File: config.mk
export PLATFORM = sky130hd
export DESIGN_NAME = ifetch_unit
export DESIGN_NICKNAME = d
export VERILOG_FILES = /design/src/rtl/ifetch_unit.sv
export SDC_FILE = /design/constraint.sdc
export NUM_CORES = 1
export LEC_CHECK = 0
export BUFFER_PORTS_ARGS = -buffer_cell sky130_fd_sc_hd__buf_4
export CORE_ASPECT_RATIO = 0.5
export CORE_MARGIN = 2
export CORE_UTILIZATION = 55
export DETAILED_ROUTE_END_ITERATION = 16
export GPL_ROUTABILITY_DRIVEN = 0
export HOLD_SLACK_MARGIN = 0.05
export PLACE_DENSITY = 0.82
export SYNTH_ARGS = -nofsm -noshare
export SYNTH_HDL_FRONTEND = slang
export SYNTH_SLANG_ARGS = --single-unit
File: constraint.sdc
create_clock -name clk -period 2.75 [get_ports clk]
set_input_delay 0 -clock clk [delete_from_list [all_inputs] [get_ports clk]]
set_output_delay 0 -clock clk [all_outputs]
set_load 0.03 [all_outputs]
File: src/rtl/ifetch_unit.sv
// ifetch_unit: instruction-fetch responder between the PC and instruction memory.
// A fetch address that misses the one-entry buffer starts a read handshake
// (IDLE -> REQ -> WAIT). The returned word is captured into the buffer, and a
// later IDLE cycle presenting the same address reports iready.
//
// Ports
//   clk        in   system clock, all state on rising edge
//   RST        in   synchronous active-high reset
//   PCaddr     in   [31:0] fetch address from the PC
//   fetch_en   in   core requests an instruction at PCaddr
//   flush      in   invalidate the buffer (imem store / fence.i)
//   mem_busy   in   memory still servicing the read; low = mem_rdata valid
//   mem_rdata  in   [31:0] memory read data
//   mem_ren    out  memory read enable (REQ and WAIT)
//   mem_addr   out  [31:0] memory read address (registered request address)
//   instr      out  [31:0] buffered instruction word
//   iready     out  instr is valid for the current PCaddr
//   misaligned out  fetch_en with PCaddr[1:0] != 0
//   fetch_err  out  sticky memory timeout flag, cleared only by RST
module ifetch_unit #(
   parameter logic [31:0] RESET_INSTR = 32'h0000_0013,
   parameter int unsigned TIMEOUT     = 16
) (
   input  logic        clk,
   input  logic        RST,
   input  logic [31:0] PCaddr,
   input  logic        fetch_en,
   input  logic        flush,
   input  logic        mem_busy,
   input  logic [31:0] mem_rdata,
   output logic        mem_ren,
   output logic [31:0] mem_addr,
   output logic [31:0] instr,
   output logic        iready,
   output logic        misaligned,
   output logic        fetch_err
);

   localparam int unsigned CW = $clog2(TIMEOUT + 1);

   typedef enum logic [1:0] {
      S_IDLE,
      S_REQ,
      S_WAIT
   } state_t;

   state_t        state, state_n;
   logic          buf_valid;
   logic [31:0]   buf_addr;
   logic [31:0]   req_addr;
   logic [CW-1:0] wait_cnt;

   logic hit;
   logic load_req;
   logic capture;
   logic timeout;

   assign hit        = buf_valid && (buf_addr == PCaddr);
   assign misaligned = fetch_en && (PCaddr[1:0] != 2'b00);
   assign mem_addr   = req_addr;

   always_comb begin
      state_n  = state;
      load_req = 1'b0;
      capture  = 1'b0;
      timeout  = 1'b0;
      mem_ren  = 1'b0;
      iready   = 1'b0;
      case (state)
         S_IDLE: begin
            iready = fetch_en && hit && !flush;
            if (fetch_en && !misaligned && !hit) begin
               load_req = 1'b1;
               state_n  = S_REQ;
            end
         end
         S_REQ: begin
            mem_ren = 1'b1;
            state_n = S_WAIT;
         end
         S_WAIT: begin
            mem_ren = 1'b1;
            if (!mem_busy) begin
               capture = 1'b1;
               state_n = S_IDLE;
            end else if (wait_cnt == CW'(TIMEOUT - 1)) begin
               timeout = 1'b1;
               state_n = S_IDLE;
            end
         end
         default: state_n = S_IDLE;
      endcase
   end

   always_ff @(posedge clk) begin
      if (RST) begin
         state     <= S_IDLE;
         buf_valid <= 1'b0;
         buf_addr  <= '0;
         req_addr  <= '0;
         instr     <= RESET_INSTR;
         wait_cnt  <= '0;
         fetch_err <= 1'b0;
      end else begin
         state <= state_n;
         if (load_req)
            req_addr <= PCaddr;
         if (state == S_REQ)
            wait_cnt <= '0;
         else if (state == S_WAIT && mem_busy && !timeout)
            wait_cnt <= wait_cnt + CW'(1);
         if (capture) begin
            instr     <= mem_rdata;
            buf_addr  <= req_addr;
            buf_valid <= 1'b1;
         end
         if (timeout) begin
            fetch_err <= 1'b1;
            buf_valid <= 1'b0;
         end
         // flush is applied last so it overrides a coincident capture
         if (flush) begin
            buf_valid <= 1'b0;
            instr     <= RESET_INSTR;
         end
      end
   end

endmodule

== Yosys cells after proc, flatten, opt, wreduce, memory -nomap -nowiden ==
Index checks and enable logic that the tools add are counted.

* Multiplexer cells: 13
* Add/subtract/negate cells: 1
* Eq/ne operators: 6
* Reductions and logical operators: 19

{| class="wikitable"
|+ Operators by type and width
! operator !! number
|-
| $eq A32 B32 Y1 || 1
|-
| $mux W1 || 9
|-
| $logic_and A1 B1 Y1 || 8
|-
| $mux W2 || 3
|-
| $pmux W2 S3 || 1
|-
| $reduce_or A2 Y1 || 3
|-
| $add A5 B1 Y5 const B || 1
|-
| $eq A5 B4 Y1 const B || 1
|-
| $logic_not A1 Y1 || 4
|-
| $ne A3 B3 Y1 const B || 1
|-
| $reduce_or A3 Y1 || 1
|-
| $eq A2 B1 Y1 const B || 1
|-
| $eq A2 B2 Y1 const B || 1
|-
| $logic_not A2 Y1 || 1
|-
| $ne A2 B2 Y1 const B || 1
|-
| $reduce_and A2 Y1 || 1
|-
| $reduce_bool A2 Y1 || 1
|}

* Logic and storage cells: 46
* Input bits: 69
* Register bits: 105

== Logic depth before layout (Yosys ltp) ==
* Word-level depth: 7
* Gate-level depth with buffers: 8
* Depth with buffers taken out: 7

== Worst setup path before layout ==
Ideal clock, no wire load.

* Path type: reg-to-output
* Start point: register buf_addr[25]
* End point: output port iready
* Data arrival time: 1.935 ns
* Stages on the path, launching flop included: 7
* Setup slack: 0.815 ns
* Cells stage by stage: dfxtp_1 > nor2b_1 > a2111oi_1 > nand4_1 > and2b_1 > nand4_1 > nor3b_1

* Cells in the longest elaborated chain, start to end: 5

{| class="wikitable"
|+ RTL lines
! element !! line !! text
|-
| start, declared || 49 || <nowiki>logic [31:0] buf_addr;</nowiki>
|-
| start signal, assigned || 114 || <nowiki>buf_addr <= req_addr;</nowiki>
|-
| $eq A32 B32 Y1 || 58 || <nowiki>assign hit = buf_valid && (buf_addr == PCaddr);</nowiki>
|-
| $logic_and A1 B1 Y1 || 58 ||
|-
| $logic_and A1 B1 Y1 (2 in series) || 71 || <nowiki>iready = fetch_en && hit && !flush;</nowiki>
|-
| $mux W1 || 69 || <nowiki>case (state)</nowiki>
|-
| end, declared || 34 || <nowiki>output logic iready,</nowiki>
|}

No other way between the ends.

== Final worst setup path ==
* Start point: input port PCaddr[30]
* End point: output port iready

* Cells in the longest elaborated chain, start to end: 5

{| class="wikitable"
|+ RTL lines
! element !! line !! text
|-
| start, declared || 26 || <nowiki>input logic [31:0] PCaddr,</nowiki>
|-
| $eq A32 B32 Y1 || 58 ||
|-
| $logic_and A1 B1 Y1 || 58 ||
|-
| $logic_and A1 B1 Y1 (2 in series) || 71 ||
|-
| $mux W1 || 69 ||
|}

No other way between the ends.

==> summary.txt <==
Pwr
  • Power per cell area: 473.4 nW/um2
  • IR drop worst, VDD: 0.3055 mV
  • Leak: ~0.0026 uW
  • Final Power: ~3000 uW

Yosys
  • Seq cells post-synth: approximately 110
  • Unique masters post-synth: 35
  • EDFF count, synth: 0
  • Syn nets: roughly 600
  • YS warnings: 0
  • Avg Cell Area, Syn: 8.611 um2
  • FFs w/ async S/R, synth: 0%
  • Most used flip-flop cell after synthesis: dfxtp_1
  • Seq/Total Area, Yosys: 46.32%
  • Netlist Area Pre-Place: approximately 4500 um2
  • Post-synthesis cell count: 527

Final layout
  • ANT cells: 0
  • Share of layout cells above drive strength 1: 23.12%
  • Fill count: 470
  • Nets: 788
  • Area Overhead vs Synth: 43.67%

Placement
  • Port Buffers: 136
  • Final HPWL DP: approximately 7300 um

Global route
  • Global-route usage over all layers: ~28%
  • Global-route wire length before repair: 19840 um
  • Largest net degree at the start of global routing: 54
  • Initial antenna violation count: 0
  • Vias in the first global route: 4158
  • Congestion Overflow GR: 0

STA
  • Max-slew violation count: 0
  • Unrepaired setup endpoints after global routing: false
  • Worst slew pin tran: roughly 0.63 ns
  • Fmax: ~460 MHz
  • Final min period: 2.191 ns
  • # setup viols final: 0
  • Worst slew margin: 57.76%
  • Worst Skew: around 0.0086 ns
  • Endpoints failing hold: 0
  • Final Cycle Share: 79.69%
  • Hold Slack: between 0.1 and 0.15 ns
  • Setup TNS: 0 ns

Floorplanning
  • Ports: roughly 140
  • DIE WIDTH: 132.5 um
  • Die Y: 68.23 um
  • Die ar.: 9038 um2
  • Core area: 8000 um2
  • Initial Util: between 50 and 60%
  • Rows: 23

Min path
  • Hold WC Path Type: in2reg
  • Hold Crit Depth: 2

Setup path
  • CP required: 2.75 ns
  • WS Path Type: in2out
  • Worst r2r path cells: 7
  • Critical Path End Type: output pin
  • CP Launch Type: primary input
  • Arrival @ worst endpoint: roughly 2.2 ns
  • Worst-path fanout max: 2

Flow run
  • Number of max-cap violations: 0

Clocking
  • H-Tree Depth: 3
  • Worst-Skew Late Latency: 0.34 ns
  • Sink Count: approximately 110
  • Post-CTS Setup Repair Bufs: 0
  • Clock transition at path regs: about 0.060 ns
  • CTS tree: built
  • Clock root buffer: clkbuf_16
  • TritonCTS buffer count: 9
  • CTS max path bufs: 2

Routing
  • Routed wire length: around 12000 um
  • DRC viols: 0
  • Vias: 4196
  • 1st-iter DRT viols: 268
  • Final ANT Viol Nets: 0
  • Initial DRT Pass Iterations: 5
  • Wire per inst: 14.93 um
  • Via/cell ratio: 5.055

Run status
  • Status: finished, final reports clean
-- routing by layer --
metal	share of wire, %	up-vias	track usage, %	wire [um]
li1	-	2081	-	-
met1	43	1965	34.04	5333
met2	49	127	50.65	6132
met3	5.8	23	6.741	715
met4	1.7	0	8.333	209
met5	0	-	0	0
-- metrics by stage --
step / instance area, um2 / worst slack [ns] / std cells / util (%)
floorplan: 4538 / 0.8145 / 527 / -
global placement: 5597 / 0.8408 / 749 / 69.96
detailed placement: 5597 / 0.7813 / 749 / 69.96
CTS: 6520 / 0.6220 / 830 / 81.50
global route: 6520 / 0.4551 / 830 / 81.50
finish: 6520 / 0.5587 / 830 / 81.50
-- cells in the final DEF (no fill, tap or decap), types with 3 or more instances in the layout --
cell type and instances:
buf_4 141, nand2_1 132, dfxtp_1 105, dlygate4sd3_1 66
nand2b_1 65, a21oi_1 64, mux2i_1 32, xnor2_1 20
nor2b_1 10, inv_1 9, nor2_1 9, clkbuf_16 9
nand4_1 7, nor3_1 5, ha_1 5, nand3_1 4
xor2_1 3
-- worst max-delay path, stage by stage --
cell and delay (ns):
dlygate4sd3_1 0.55, buf_4 0.15, xnor2_1 0.33, nand4_1 0.22
nor3_2 0.25, and2b_1 0.16, nand4_1 0.11, nor3b_1 0.23
buf_4 0.19
-- Yosys cell counts (5+ instances only) --
library cell  count  area [um2]
nor3_1            5       25.02
ha_1              5       62.56
clkbuf_1         23       86.33
nor2_1            9       33.78
nor2b_1          11       68.82
nand4_1           7       43.79
nand2_1         132       495.5
nand2b_1         66       412.9
inv_1             9       33.78
xnor2_1          20       175.2
mux2i_1          32       320.3
buf_1             5       18.77
dfxtp_1         105        2102
a21oi_1          64       320.3
-- logic make-up after synthesis --
kind of cell / share of synthesized area, %
buffers and inverters: 4.632
multiplexers: 7.058
AND/OR/NAND/NOR: 27.19
flip-flops: 46.32
AO/OA/AOI/OAI: 8.988
adder cells (fa/ha/maj): 1.379
XOR/XNOR: 4.439
-- registers in the layout (all words and copies together), names as in the netlist --
register	cells
state	2
wait_cnt	5
mem_addr	32
fetch_err	1
buf_valid	1
instr	32
buf_addr	32
-- path summary, 6_finish.rpt --
kind | start | end | slack (ns)
max | PCaddr[30] | iready | 0.56
min reg2reg | instr[8] | instr[8] | 0.46
min | RST | fetch_err | 0.10
max reg2reg | buf_addr[30] | mem_addr[31] | 0.71
-- area by class of cell --
class | count | area (um2) | share of cell area [%]
Multi-Input combinational cell | 381 | 2242 | 34.39
Timing Repair Buffer | 208 | 1739 | 26.67
Sequential cell | 105 | 2102 | 32.24
Clock inverter | 5 | 33.78 | 0.5181
Inverter | 9 | 33.78 | 0.5181
Tap cell | 112 | 140.1 | 2.149
Clock buffer | 10 | 229.0 | 3.512
-- report_power, final --
group | internal, uW | switching (uW)
clock | 608 | 548
combinational | 204 | 173
sequential | 1540 | 15.6
-- repair_timing --
action | in CTS | in global routing
hold endpoints to repair | 63 | 0
gates resized for setup | 0 | 0
hold buffers | 66 | 0
No activity file was read; power rests on OpenSTA's default activity.
